===== config.mk =====
export PLATFORM = sky130hd
export DESIGN_NAME = masked_ram_bank
export DESIGN_NICKNAME = d
export VERILOG_FILES = /design/src/rtl/ram_pkg.sv /design/src/rtl/ram_clear_sequencer.sv /design/src/rtl/masked_ram_bank.sv
export SDC_FILE = /design/constraint.sdc
export NUM_CORES = 1
export LEC_CHECK = 0
export CAP_MARGIN = 20
export CORE_MARGIN = 2
export CORE_UTILIZATION = 40
export CTS_BUF_LIST = sky130_fd_sc_hd__clkbuf_16
export CTS_CLUSTER_SIZE = 10
export DETAILED_ROUTE_END_ITERATION = 8
export SETUP_SLACK_MARGIN = 0.02
export SYNTH_ARGS = -nofsm -noshare
export SYNTH_HDL_FRONTEND = slang
export SYNTH_SLANG_ARGS = --single-unit

===== constraint.sdc =====
create_clock -name clock -period 3.8 [get_ports clock]
set_input_delay 0.95 -clock clock [delete_from_list [all_inputs] [get_ports clock]]
set_output_delay 0.95 -clock clock [all_outputs]
set_load 0.005 [all_outputs]

===== src/rtl/ram_pkg.sv =====
// Shared types and helpers for the masked RAM bank: clear FSM states and lane
// arithmetic used by both the array write path and the read bypass.
package ram_pkg;

  localparam int unsigned MAX_WIDTH     = 256;
  localparam int unsigned MAX_MASK_BITS = 32;

  typedef enum logic {IDLE, CLEAR} clear_state_t;

  typedef logic [MAX_WIDTH-1:0]     word_t;
  typedef logic [MAX_MASK_BITS-1:0] lane_mask_t;

  function automatic int unsigned lane_width(int unsigned width, int unsigned mask_bits);
    return width / mask_bits;
  endfunction

  // Words are zero-extended to MAX_WIDTH so one function serves every instance width.
  function automatic word_t merge_lanes(word_t old_word, word_t new_word, lane_mask_t mask,
                                        int unsigned lane);
    word_t lane_ones;
    word_t bit_mask;
    lane_ones = (word_t'(1) << lane) - word_t'(1);
    bit_mask  = '0;
    for (int unsigned i = 0; i < MAX_MASK_BITS; i++) begin
      if (mask[i]) bit_mask = bit_mask | (lane_ones << (i * lane));
    end
    return (old_word & ~bit_mask) | (new_word & bit_mask);
  endfunction

endpackage


===== src/rtl/ram_clear_sequencer.sv =====
// Clear sequencer: walks every address once, writing zero, and holds busy
// for exactly DEPTH cycles. Requests arriving mid-clear are ignored.
module ram_clear_sequencer
  import ram_pkg::*;
#(
  parameter int unsigned DEPTH          = 16,
  parameter int unsigned ADDR_BITS      = 4,
  parameter bit          CLEAR_ON_RESET = 1'b1
) (
  input  logic                 clock,
  input  logic                 reset,
  input  logic                 clear_req,
  output logic                 clear_we,
  output logic [ADDR_BITS-1:0] clear_addr,
  output logic                 busy
);

  localparam logic [ADDR_BITS-1:0] LAST = ADDR_BITS'(DEPTH - 1);

  clear_state_t         state;
  logic [ADDR_BITS-1:0] count;

  always_ff @(posedge clock or negedge reset) begin
    if (!reset) begin
      state <= CLEAR_ON_RESET ? CLEAR : IDLE;
      count <= '0;
      busy  <= CLEAR_ON_RESET;
    end else begin
      case (state)
        IDLE: begin
          if (clear_req) begin
            state <= CLEAR;
            busy  <= 1'b1;
            count <= '0;
          end
        end
        CLEAR: begin
          if (count == LAST) begin
            state <= IDLE;
            busy  <= 1'b0;
            count <= '0;
          end else begin
            count <= count + ADDR_BITS'(1);
          end
        end
        default: begin
          state <= IDLE;
          busy  <= 1'b0;
          count <= '0;
        end
      endcase
    end
  end

  assign clear_we   = (state == CLEAR);
  assign clear_addr = count;

endmodule


===== src/rtl/masked_ram_bank.sv =====
// Lane-masked RAM with one write and one read port, selectable read latency
// (0/1/2), same-cycle write-to-read bypass and a hardware clear sequencer.
module masked_ram_bank
  import ram_pkg::*;
#(
  parameter int unsigned DEPTH          = 16,
  parameter int unsigned ADDR_BITS      = 4,
  parameter int unsigned WIDTH          = 32,
  parameter int unsigned MASK_BITS      = 4,
  parameter int unsigned READ_LATENCY   = 1,
  parameter bit          CLEAR_ON_RESET = 1'b1
) (
  input  logic                 clock,
  input  logic                 reset,
  input  logic                 write_en,
  input  logic [MASK_BITS-1:0] write_mask,
  input  logic [ADDR_BITS-1:0] write_addr,
  input  logic [WIDTH-1:0]     write_data,
  input  logic                 read_en,
  input  logic [ADDR_BITS-1:0] read_addr,
  output logic [WIDTH-1:0]     read_data,
  output logic                 read_valid,
  input  logic                 clear_req,
  output logic                 busy
);

  localparam int unsigned LANE  = lane_width(WIDTH, MASK_BITS);
  localparam int unsigned IDX_W = (DEPTH > 1) ? $clog2(DEPTH) : 1;

  logic [WIDTH-1:0]     mem [DEPTH];
  logic                 clear_we;
  logic [ADDR_BITS-1:0] clear_addr;
  logic                 write_ok;
  logic                 read_ok;
  logic                 read_in_range;
  logic [WIDTH-1:0]     read_word;
  logic [WIDTH-1:0]     write_word;

  ram_clear_sequencer #(
    .DEPTH          (DEPTH),
    .ADDR_BITS      (ADDR_BITS),
    .CLEAR_ON_RESET (CLEAR_ON_RESET)
  ) u_clear (
    .clock      (clock),
    .reset      (reset),
    .clear_req  (clear_req),
    .clear_we   (clear_we),
    .clear_addr (clear_addr),
    .busy       (busy)
  );

  assign write_ok      = write_en & ~busy & (32'(write_addr) < DEPTH);
  assign read_ok       = read_en & ~busy;
  assign read_in_range = 32'(read_addr) < DEPTH;
  assign read_word     = read_in_range ? mem[read_addr[IDX_W-1:0]] : '0;
  assign write_word    = WIDTH'(merge_lanes(word_t'(mem[write_addr[IDX_W-1:0]]),
                                            word_t'(write_data),
                                            lane_mask_t'(write_mask), LANE));

  // busy gates user writes, so the clear port simply takes priority.
  always_ff @(posedge clock) begin
    if (clear_we) begin
      mem[clear_addr[IDX_W-1:0]] <= '0;
    end else if (write_ok) begin
      mem[write_addr[IDX_W-1:0]] <= write_word;
    end
  end

  if (READ_LATENCY == 0) begin : g_lat0
    logic [WIDTH-1:0] held;

    always_ff @(posedge clock or negedge reset) begin
      if (!reset) begin
        held <= '0;
      end else if (read_ok) begin
        held <= read_word;
      end
    end

    assign read_data  = read_ok ? read_word : held;
    assign read_valid = read_ok;
  end else begin : g_lat_reg
    logic             bypass_hit;
    logic [WIDTH-1:0] bypass_word;
    logic             valid_1;
    logic [WIDTH-1:0] data_1;

    // A hit implies write_word was merged from this same old word.
    assign bypass_hit  = write_ok && (write_addr == read_addr);
    assign bypass_word = bypass_hit ? write_word : read_word;

    always_ff @(posedge clock or negedge reset) begin
      if (!reset) begin
        valid_1 <= 1'b0;
        data_1  <= '0;
      end else begin
        valid_1 <= read_ok;
        if (read_ok) data_1 <= bypass_word;
      end
    end

    if (READ_LATENCY == 1) begin : g_lat1
      assign read_valid = valid_1;
      assign read_data  = data_1;
    end else begin : g_lat2
      logic             valid_2;
      logic [WIDTH-1:0] data_2;

      always_ff @(posedge clock or negedge reset) begin
        if (!reset) begin
          valid_2 <= 1'b0;
          data_2  <= '0;
        end else begin
          valid_2 <= valid_1;
          if (valid_1) data_2 <= data_1;
        end
      end

      assign read_valid = valid_2;
      assign read_data  = data_2;
    end
  end

endmodule


# Word-level counts from Yosys, hierarchy flattened
# Memory sizes are Yosys's and may differ from the RTL's.
# Cells that the tools add are included.
dict set report op_classes {
  n_addsub 1
  n_eq_ne 4
  n_mux 22
  n_bitwise 8
  reduce_logical 3
}
# cell count
set op_table {}
lappend op_table {{$mux W32} 3}
lappend op_table {{$and A32 B32 Y32} 2}
lappend op_table {{$not A32 Y32} 1}
lappend op_table {{$or A32 B32 Y32} 1}
lappend op_table {{$reduce_or A32 Y1} 1}
lappend op_table {{$mux W24} 1}
lappend op_table {{$mux W16} 1}
lappend op_table {{$mux W4} 3}
lappend op_table {{$mux W1} 10}
lappend op_table {{$mux W8} 1}
lappend op_table {{$pmux W4 S2} 1}
lappend op_table {{$add A4 B1 Y4 const B} 1}
lappend op_table {{$eq A4 B4 Y1} 1}
lappend op_table {{$eq A4 B4 Y1 const B} 1}
lappend op_table {{$ne A2 B2 Y1 const B} 2}
lappend op_table {{$pmux W1 S2} 2}
lappend op_table {{$and A1 B1 Y1} 2}
lappend op_table {{$not A1 Y1} 2}
lappend op_table {{$reduce_and A2 Y1} 1}
lappend op_table {{$logic_and A1 B1 Y1} 1}
dict set report word_totals {
  ff_bits 39
  ram_bits 512
  in_bits 49
  out_inout_bits 34
  wordCells 44
  n_memories 1
}
# memory depth word_bits rd rd_ports_with_merged_regs write_ports line
set mem_list {}
lappend mem_list {mem 16 32 2 0 1 masked_ram_bank.sv:30} ;# logic [WIDTH-1:0] mem [DEPTH];

# Longest topological paths before layout
# Gate-level depths: netlist of the first run.
dict set report depth {
  depth_word 8
  depth_mapped 8
  ltp_nobuf 6
}

# Hierarchy
# From an unflattened synthesis of the first run, not the netlist that was laid out.
dict set report unflattened {
  hier_cells 1427
  hier_area_um2 25614.6
}
# module n_inst cells_each area_each_um2 seq_area_each_um2
set by_module_without_submodules {}
lappend by_module_without_submodules {masked_ram_bank 1 1399 25305.5 16200.5}
lappend by_module_without_submodules {ram_clear_sequencer 1 28 309.0 152.6}

# Worst setup path before layout of the first run
# Ideal clock, no wire load.
dict set report synth_timing {
  kind {input to register}
  startpoint {input port write_addr[2]}
  endpoint {memory mem[8][0], enable pin}
  setup_time_ps 421
  t_arrival_ps 3125
  t_required_ps 3379
  setup_slack_ps 254
  path_stages 7
  path_buffers 3
  path_cell_list {buf_2 buf_4 buf_2 inv_1 and3_1 a31oi_1 nor2_1}
}
dict set report synth_between {
  elab_chain_cells 1
}
# element line
set synth_lines {}
lappend synth_lines {{start: declaration} masked_ram_bank.sv:17} ;# input logic [ADDR_BITS-1:0] write_addr,
lappend synth_lines {{$mux W4 (no line)} -}
lappend synth_lines {{end: declaration} masked_ram_bank.sv:30}
# Every way passes these cells.

# Worst setup path in the final report of the first run
dict set report layout_timing {
  startpoint {input port write_en}
  endpoint {memory mem[3][10], enable pin}
}
dict set report layout_between {
  elab_chain_cells 6
  word_cells_on_any_way 7
  cone_classes {5 x mux; 1 x bitwise; 1 x reduce/logical}
}
# element line
set layout_lines {}
lappend layout_lines {{start: declaration} masked_ram_bank.sv:15} ;# input logic write_en,
lappend layout_lines {{$and A1 B1 Y1 (*)} masked_ram_bank.sv:52} ;# assign write_ok = write_en & ~busy & (32'(write_addr) < DEPTH);
lappend layout_lines {{$mux W1 (*)} masked_ram_bank.sv:64} ;# end else if (write_ok) begin
lappend layout_lines {{$mux W1 (*)} masked_ram_bank.sv:62} ;# if (clear_we) begin
lappend layout_lines {{$mux W1 (not written as such) (*)} masked_ram_bank.sv:65} ;# mem[write_addr[IDX_W-1:0]] <= write_word;
lappend layout_lines {{$reduce_or A32 Y1 (no line)} -}
lappend layout_lines {{$mux W4 (no line) / $mux W1 (equally long branches)} -}
# Mark *: on every way between the ends. The rest lies on a longest branch, timed or not.

==> out/qor.yml, run 1 <==
outcome:
  status: "finished clean"
synth:
  synth_compound_area_share_pct: 7.77
  synth_xor_area_share_pct: 0.171
  synth_largest_area_cell: "edfxtp_1"
  yosys.area_share.simple_pct: 1.84
  yosysWarnings: 0
  yosysUniqueCellTypes: 34
  synthCells: 1425
  synth_top_family_by_area: "multiplexers"
  yosysMostFrequentCell: "edfxtp_1"
  synth.area.top_cells: "edfxtp_1 60%, mux4_2 17%, mux2i_1 6.3%, a22oi_1 3.8%, dfrtp_1 3.6%"
  synthMuxAreaShare_pct: 23.2
  synth_top_flop_cell: "edfxtp_1"
  synth_area_sq_um: 25600
  synth-adder-area-share_pct: 0.0490
  synth-edff-count: 512
  seq_area_frac_synth_pct: 64.0
  yosysTopAreaCellShare_pct: 60.2
  synth_area_per_cell_sq_um: 17.9
  async_flop_share_pct: 7.08
  synth_seq_cells: 551
  netlist_top_cells_count: "512 x edfxtp_1, 192 x mux4_2, 160 x mux2i_1"
  syn_nets: 1475
floorplanning:
  die_w_um: 257
  ios: 83
  row_count: 92
  die_y_um: 257
  initial_core_util_pct: 40.5
  die-area_sq_um: 65900
  core_sq_um: 63100
layout:
  diodes: 0
  fin_nets: 1594
  finalInstanceArea_sq_um: 29900
  stdcell_count: 2436
  drive_above_1_share_pct: 24.3
  syn_to_final_growth_pct: 17.1
worst_setup_path:
  worstPathArrival_ns: 3.30
  critPathLaunchType: "input pin"
  worstPathMaxFanout: 19
  crit_type: "in2reg"
  setup.worst_path.end_class: "flop"
  cp.required_ns: 4.09
sta:
  fin_ws_ns: 0.794
  fin_crit_ns: 3.01
  clock_skew_ns: 0.0193
  final_max_slew_viol_count: 0
  worstMarginPinSlew_ns: 1.07
  setup_tns_ns: 0
  max_freq_mhz: 333
  slew_headroom_pct: 28.1
  rsz0062_at_grt: "no"
  final-hold-violation-count: 0
  fin_crit_sh_pct: 79.1
  setup_viol: 0
clock_network:
  cts_made_buffers: 66
  clk_latency_ns: 0.60
  cts_tree: "yes"
  cts_root_buf: "clkbuf_16"
  clock_path_buffers: 3
  cts_htree_levels: 3
  numClockSinks: 551
  cts_hold_buf: 0
  ctsResizeCount: 0
  post_cts_buffers: 0
  path_clk_slew_ns: 0.06
global_routing:
  grt_usage_pct: 23.7
  grt_antenna_before_repair: 1
  grt_pass1_wl_um: 113000
  grt_start_max_net_pins: 54
  gr-total-overflow: 0
  grt_pass1_vias: 16300
place:
  placedCellCount: 2322
  gp_congestion: 0.825
  portBuffers: 82
  placed_cell_area_sq_um: 28000
  place_ws_ns: 0.239
  dp_hpwl_um: 44200
drt:
  drtIter0Drc: 1873
  firstDrtPassIters: 5
  ant_nets: 0
  wl_per_cell_um: 32.0
  drc: 0
  wirelength_um: 77900
  vias: 15500
  routed_via_density: 6.37
power:
  ir_worst_vdd_uv: 292
  powerDensity_nw_per_um2: 610
  p_leak_nw: 10.4
flow_run:
  drv_cap: 0
hold_path:
  hold_class: "in2async"
[cells by family after synthesis]
logic type,after synthesis
compound gates,273
xor+xnor,5
fa+ha+maj,1
buf+inv,153
flops,551
mux,353
simple gates,89
[stage by stage]
stage / utilization [%] / hold slack, ns / power [mW]
after floorplan: - / 0.478 / 10.6
after global placement: 44.4 / 0.486 / 12.6
after detailed placement: 44.4 / 0.488 / 12.6
after CTS: 47.4 / 0.454 / 18.3
after global routing: 47.4 / 0.477 / 18.9
final: 47.4 / 0.443 / 18.3
[sequential cells by signal, summed over array words and instances, names as in the netlist]
name / count
mem: 512
read_valid: 1
read_data: 32
u_clear.clear_addr: 4
u_clear.busy: 1
u_clear.clear_we: 1
[layout make-up]
type / count / area (sq um)
fill: 5318 / 33200
sequential: 551 / 16400
multi-input combinational: 721 / 8640
timing repair buffer: 167 / 1800
clock buffer: 71 / 1780
tap: 846 / 1060
clock inverter: 43 / 168
inverter: 37 / 139
[metal layers]
layer / GRT usage [%] / share of wire (%) / vias up
li1: - / - / 6264
met2: 38.6 / 49 / 935
met3: 4.10 / 8.6 / 186
met4: 9.56 / 3.5 / 0
met1: 31.6 / 39 / 8121
met5: 0 / 0 / -
[worst max-delay path: stages]
cell	delay (ns)
clkdlybuf4s50_1	0.46
buf_4	0.17
and2_2	0.19
nor3_1	0.15
a31oi_1	0.11
nor2_4	0.90
buf_4	0.36
[path summary, 6_finish.rpt]
| kind | from | to | slack [ns] | cells after the start |
|---|---|---|---|---|
| worst max register to register | u_clear.clear_we | mem[3][10] | 0.94 | 6 |
| min in group clock | u_clear.busy | u_clear.busy | 0.50 | 2 |
| max in group asynchronous | reset | u_clear.clear_we | 2.39 | 2 |
| worst min register to register | u_clear.busy | u_clear.busy | 0.50 | 2 |
| worst min-delay path | reset | read_data[17] | 0.44 | 1 |
| worst max-delay path | write_en | mem[3][10] | 0.79 | 7 |
[cells in the final DEF, fill, tap and decap left out, types with 32 or more instances in the layout]
master           Yosys  layout
a21oi_1             68      68
a22oi_1            128     128
clkbuf_16            0      71
and2_1              35      32
mux4_2             192     192
a221oi_1            32      32
dfrtp_1             37      37
buf_4               22      60
edfxtp_1           512     512
clkdlybuf4s50_1      0      76
mux2i_1            160     160
a221o_1             32      32
inv_1               37      73
[report_power, final]
group	switching (mW)	internal [mW]	total, mW	leakage [nW]
Combinational	2.31	1.59	3.89	3.97
Clock	2.40	3.32	5.72	1.08
Sequential	0.595	8.05	8.65	5.30
Total	5.30	13.0	18.3	10.4
Power figures use the tool's default switching activity.
==> inputs of run 2 (changes only) <==
Clock period 3.8 ns to 3.1 ns, I/O delays scaled along.
==> out/qor.yml, run 2 (synthesis gave the netlist of run 1 again) <==
global_routing:
  grt_start_max_net_pins: 43  # was 54
  grt_pass1_vias: 16100  # was 16.3k
  grt_usage_pct: 23.4  # was 23.7%
  grt_pass1_wl_um: 111000  # was 113,000 um
  grt_util_met2_pct: 38.2  # was 38.6%
  gr-total-overflow: 0  # unchanged
  grt_antenna_before_repair: 1  # unchanged
  use_met1_pct: 31.2  # was 31.6%
  grt_util_met3_pct: 3.72  # was 4.10%
  grt-busiest-layer: "met2"  # unchanged
clock_network:
  post_cts_buffers: 0  # unchanged
  cts_tree: "yes"  # unchanged
  path_clk_slew_ns: 0.05  # was 0.06 ns
  numClockSinks: 551  # unchanged
  cts_hold_buf: 0  # unchanged
  cts_htree_levels: 3  # unchanged
  cts_made_buffers: 66  # unchanged
  clock_path_buffers: 3  # unchanged
  cts_root_buf: "clkbuf_16"  # unchanged
  ctsResizeCount: 0  # unchanged
  clk_latency_ns: 0.61  # was 0.60 ns
worst_setup_path:
  critPathLaunchType: "input pin"  # unchanged
  worstPathArrival_ns: 2.85  # was 3.30 ns
  crit_type: "in2reg"  # unchanged
  setup.worst_path.end_class: "flop"  # unchanged
  cp.required_ns: 3.37  # was 4.09 ns
  worstPathMaxFanout: 16  # was 19
layout:
  diodes: 0  # unchanged
  final_common_cell: "edfxtp_1"  # unchanged
  largest_reg_flops: 512  # unchanged
  final_cell_mix: "512 x edfxtp_1, 192 x mux4_2, 160 x mux2i_1"  # unchanged
  fin_nets: 1629  # was 1,594
  multi_input_area_sq_um: 8640  # unchanged
  syn_to_final_growth_pct: 18.9  # was 17.1%
  fillers: 5235  # was 5,318
  drive_above_1_share_pct: 26.0  # was 24.3%
  seq_area_sq_um: 16400  # unchanged
sta:
  final-hold-violation-count: 0  # unchanged
  fin_crit_ns: 2.58
  slew_headroom_pct: 29.8  # was 28.1%
  fin_crit_sh_pct: 83.2
  max_freq_mhz: 388
  final_max_slew_viol_count: 0  # unchanged
  clock_skew_ns: 0.0264  # was 0.0193 ns
  whs_ns: 0.0439  # was 0.443 ns
  fin_ws_ns: 0.521  # was 0.794 ns
  setup_viol: 0  # unchanged
  rsz0062_at_grt: "no"  # unchanged
  worstMarginPinSlew_ns: 1.05  # was 1.07 ns
drt:
  drc: 0  # unchanged
  vias: 15600  # was 15.5k
  routed_via_density: 6.32  # was 6.37
  drtIter0Drc: 1901  # was 1,873
  firstDrtPassIters: 5  # unchanged
  wirelength_um: 77500  # was 77,900 um
  wl_per_cell_um: 31.3  # was 32.0 um
  ant_nets: 0  # unchanged
outcome:
  status: "finished clean"  # unchanged
floorplanning:
  die-area_sq_um: 65900  # unchanged
  row_count: 92  # unchanged
  die_w_um: 257  # unchanged
  core_sq_um: 63100  # unchanged
  die_y_um: 257  # unchanged
  initial_core_util_pct: 40.5  # unchanged
  ios: 83  # unchanged
power:
  ir_worst_vdd_uv: 384  # was 292 uV
  p_leak_nw: 10.6  # was 10.4 nW
  powerDensity_nw_per_um2: 738  # was 610 nW/um^2
place:
  portBuffers: 82  # unchanged
  place_ws_ns: 0.00432  # was 0.239 ns
  gp_congestion: 0.839  # was 0.825
  dp_hpwl_um: 45800  # was 44,200 um
hold_path:
  hold_class: "in2async"  # unchanged
flow_run:
  drv_cap: 0  # unchanged
[run 2: cell types whose count changed in the layout (fill, tap and decap cells not counted), sizes merged]
cell | previous run | this run
clkinv | 6 | 4
inv | 74 | 83
buf | 90 | 125
clkbuf | 72 | 69
[run 2: cell type report]
class                           count  area share (%)
Timing Repair Buffer              202            7.44
Inverter                           37           0.457
Tap cell                          846            3.48
Clock buffer                       68            5.60
Multi-Input combinational cell    721            28.4
Clock inverter                     50           0.778
Sequential cell                   551            53.8
[run 2: power breakdown]
group / internal, mW / total [mW] / switching (mW)
sequential: 9.86 / 10.6 / 0.729
clock: 3.96 / 6.91 / 2.95
combinational: 2.06 / 4.94 / 2.87
[run 2: worst max-delay path, stage by stage]
cell             delay, ns
clkdlybuf4s50_1       0.45
buf_12                0.17
nor2_1                0.78
a221oi_1              0.25
and2_1                0.40
[run 2: metrics by stage]
step	utilization, %	instances	power, mW	instance area [sq um]	TNS [ns]
after floorplan	-	1425	13.0	25600	-72.75
after global placement	45.1	2357	15.5	28400	0
after detailed placement	45.1	2357	15.6	28400	0
after CTS	48.2	2475	22.5	30400	0
after global routing	48.2	2475	23.2	30400	0
final	48.2	2475	22.4	30400	0
[run 2: metal layers]
layer,wire length [um],share of wire (%)
met1,30200,39
met2,37400,48
met3,6730,8.7
met4,3190,4.1
met5,0,0
[run 2: worst paths after layout]
| check | from | end | slack [ns] | depth (start not counted) |
|---|---|---|---|---|
| max | write_addr[0] | mem[11][1] | 0.52 | 5 |
| min | reset | u_clear.clear_addr[3] | 0.04 | 1 |
| max reg2reg | u_clear.clear_we | mem[9][19] | 0.55 | 6 |
| min reg2reg | u_clear.busy | u_clear.busy | 0.51 | 2 |
| max in group asynchronous | reset | read_data[20] | 2.47 | 2 |
| min in group clock | u_clear.busy | u_clear.busy | 0.51 | 2 |
==> inputs of run 3 (changes only) <==
Clock period 3.1 ns to 2.54 ns, I/O delays scaled along.
==> out/qor.yml, run 3 (synthesis gave the netlist of run 1 again) <==
drt:
  routed_via_density: 6.10  # was 6.32
  firstDrtPassIters: 7  # was 5
  wl_per_cell_um: 29.9  # was 31.3 um
  drtIter0Drc: 1779  # was 1,901
  vias: 15600  # about the same
  ant_nets: 0  # unchanged
  wirelength_um: 76400  # was 77,500 um
  drc: 0  # unchanged
power:
  powerDensity_nw_per_um2: 877  # was 738 nW/um^2
  p_leak_nw: 11.1  # was 10.6 nW
  total_power_mw: 27.7  # was 22.4 mW
  ir_worst_vdd_uv: 507  # was 384 uV
hold_path:
  hold_class: "in2async"  # unchanged
sta:
  final_max_slew_viol_count: 0  # unchanged
  fin_crit_sh_pct: 94.0
  max_freq_mhz: 419
  slew_headroom_pct: 28.5  # was 29.8%
  worstMarginPinSlew_ns: 1.07  # was 1.05 ns
  fin_crit_ns: 2.39
  rsz0062_at_grt: "no"  # unchanged
  clock_skew_ns: 0.0214  # was 0.0264 ns
  final-hold-violation-count: 0  # unchanged
  setup_viol: 0  # unchanged
  setup_tns_ns: 0  # unchanged
clock_network:
  cts_htree_levels: 3  # unchanged
  post_cts_buffers: 0  # unchanged
  cts_made_buffers: 66  # unchanged
  cts_tree: "yes"  # unchanged
  path_clk_slew_ns: 0.06  # was 0.05 ns
  clock_path_buffers: 3  # unchanged
  cts_root_buf: "clkbuf_16"  # unchanged
  clk_latency_ns: 0.59  # was 0.61 ns
  cts_hold_buf: 0  # unchanged
  numClockSinks: 551  # unchanged
  ctsResizeCount: 0  # unchanged
layout:
  fin_nets: 1715  # was 1,629
  syn_to_final_growth_pct: 23.5  # was 18.9%
  seq_area_sq_um: 16400  # unchanged
  diodes: 0  # unchanged
  fillers: 5148  # was 5,235
  largest_reg_flops: 512  # unchanged
  drive_above_1_share_pct: 29.6  # was 26.0%
  final_cell_mix: "512 x edfxtp_1, 192 x mux4_2, 160 x mux2i_1"  # unchanged
  finalInstanceArea_sq_um: 31500  # was 30,400 sq um
  final_common_cell: "edfxtp_1"  # unchanged
  multi_input_area_sq_um: 8640  # about the same
outcome:
  status: "finished clean"  # unchanged
worst_setup_path:
  r2r_end: "mem[15][11]"  # was mem[9][19]
  setup.worst_path.end_class: "flop"  # unchanged
  cp.required_ns: 2.87  # was 3.37 ns
  r2r-start: "u_clear.busy"  # was u_clear.clear_we
  worstPathArrival_ns: 2.72  # was 2.85 ns
  worstPathMaxFanout: 12  # was 16
  critPathLaunchType: "input pin"  # unchanged
  crit_start: "write_addr[0]"  # unchanged
  crit_type: "in2reg"  # unchanged
  rrSetupSlack_ns: 0.17  # was 0.55 ns
  reg2reg_depth: 6  # unchanged
place:
  gp_congestion: 0.832  # was 0.839
  dp_hpwl_um: 47700  # was 45,800 um
  portBuffers: 82  # unchanged
  placed_cell_area_sq_um: 29600  # was 28,400 sq um
global_routing:
  grt_antenna_before_repair: 1  # unchanged
  grt_pass1_vias: 16500  # was 16.1k
  grt_usage_pct: 23.3  # was 23.4%
  grt_pass1_wl_um: 111000  # about the same
  grt_start_max_net_pins: 32  # was 43
  gr-total-overflow: 0  # unchanged
flow_run:
  drv_cap: 0  # unchanged
floorplanning:
  die_w_um: 257  # unchanged
  die-area_sq_um: 65900  # unchanged
  die_y_um: 257  # unchanged
  core_sq_um: 63100  # unchanged
  row_count: 92  # unchanged
  initial_core_util_pct: 40.5  # unchanged
  ios: 83  # unchanged
==> run 3: through the flow <==
stage / std cells / utilization [%] / setup WS [ns] / hold slack, ns
after global routing: 2557 / 50.0 / 0.105 / 0.0958
after detailed placement: 2443 / 47.0 / -0.421 / 0.488
final: 2557 / 50.0 / 0.152 / 0.0925
after CTS: 2557 / 50.0 / 0.171 / 0.0835
after global placement: 2443 / 47.0 / -0.391 / 0.488
after floorplan: 1425 / - / -0.203 / 0.339
==> run 3: layout make-up <==
| cell class | count | share of cell area (%) |
|---|---|---|
| repair buffers | 288 | 11.0 |
| clock buffers | 69 | 5.47 |
| clock inverters | 45 | 0.571 |
| multi-input cells | 721 | 27.4 |
| well taps | 846 | 3.36 |
| inverters | 37 | 0.440 |
| flip-flops and latches | 551 | 51.8 |
==> run 3: worst max-delay path by stage <==
stage          cells past startpoint  slack (ns)         end
6_report                           6        0.15  mem[0][23]
5_1_grt                            6        0.10   mem[1][9]
4_1_cts                            6        0.17  mem[0][23]
3_5_place_dp                       6       -0.42  mem[0][23]
3_3_place_gp                       6       -0.39  mem[1][23]
2_1_floorplan                      7       -0.20   mem[8][0]
==> run 3: critical path, stage by stage <==
cell,delay (ns)
clkdlybuf4s50_1,0.45
buf_12,0.18
nor2_1,0.78
a221oi_1,0.23
and2_1,0.26
buf_4,0.16
==> run 3: per-layer routing <==
metal  share of wire, %  GRT usage, %
met5              0.017             0
met3                9.0          4.51
met1                 40          31.6
met4                2.9          8.14
met2                 48          37.6
==> run 3: where the power goes <==
group          switching [mW]  total (mW)  internal (mW)  leakage [nW]
Combinational            3.55        6.44           2.90          4.79
Sequential              0.865        12.9           12.1          5.25
Clock                    3.46        8.30           4.85          1.07
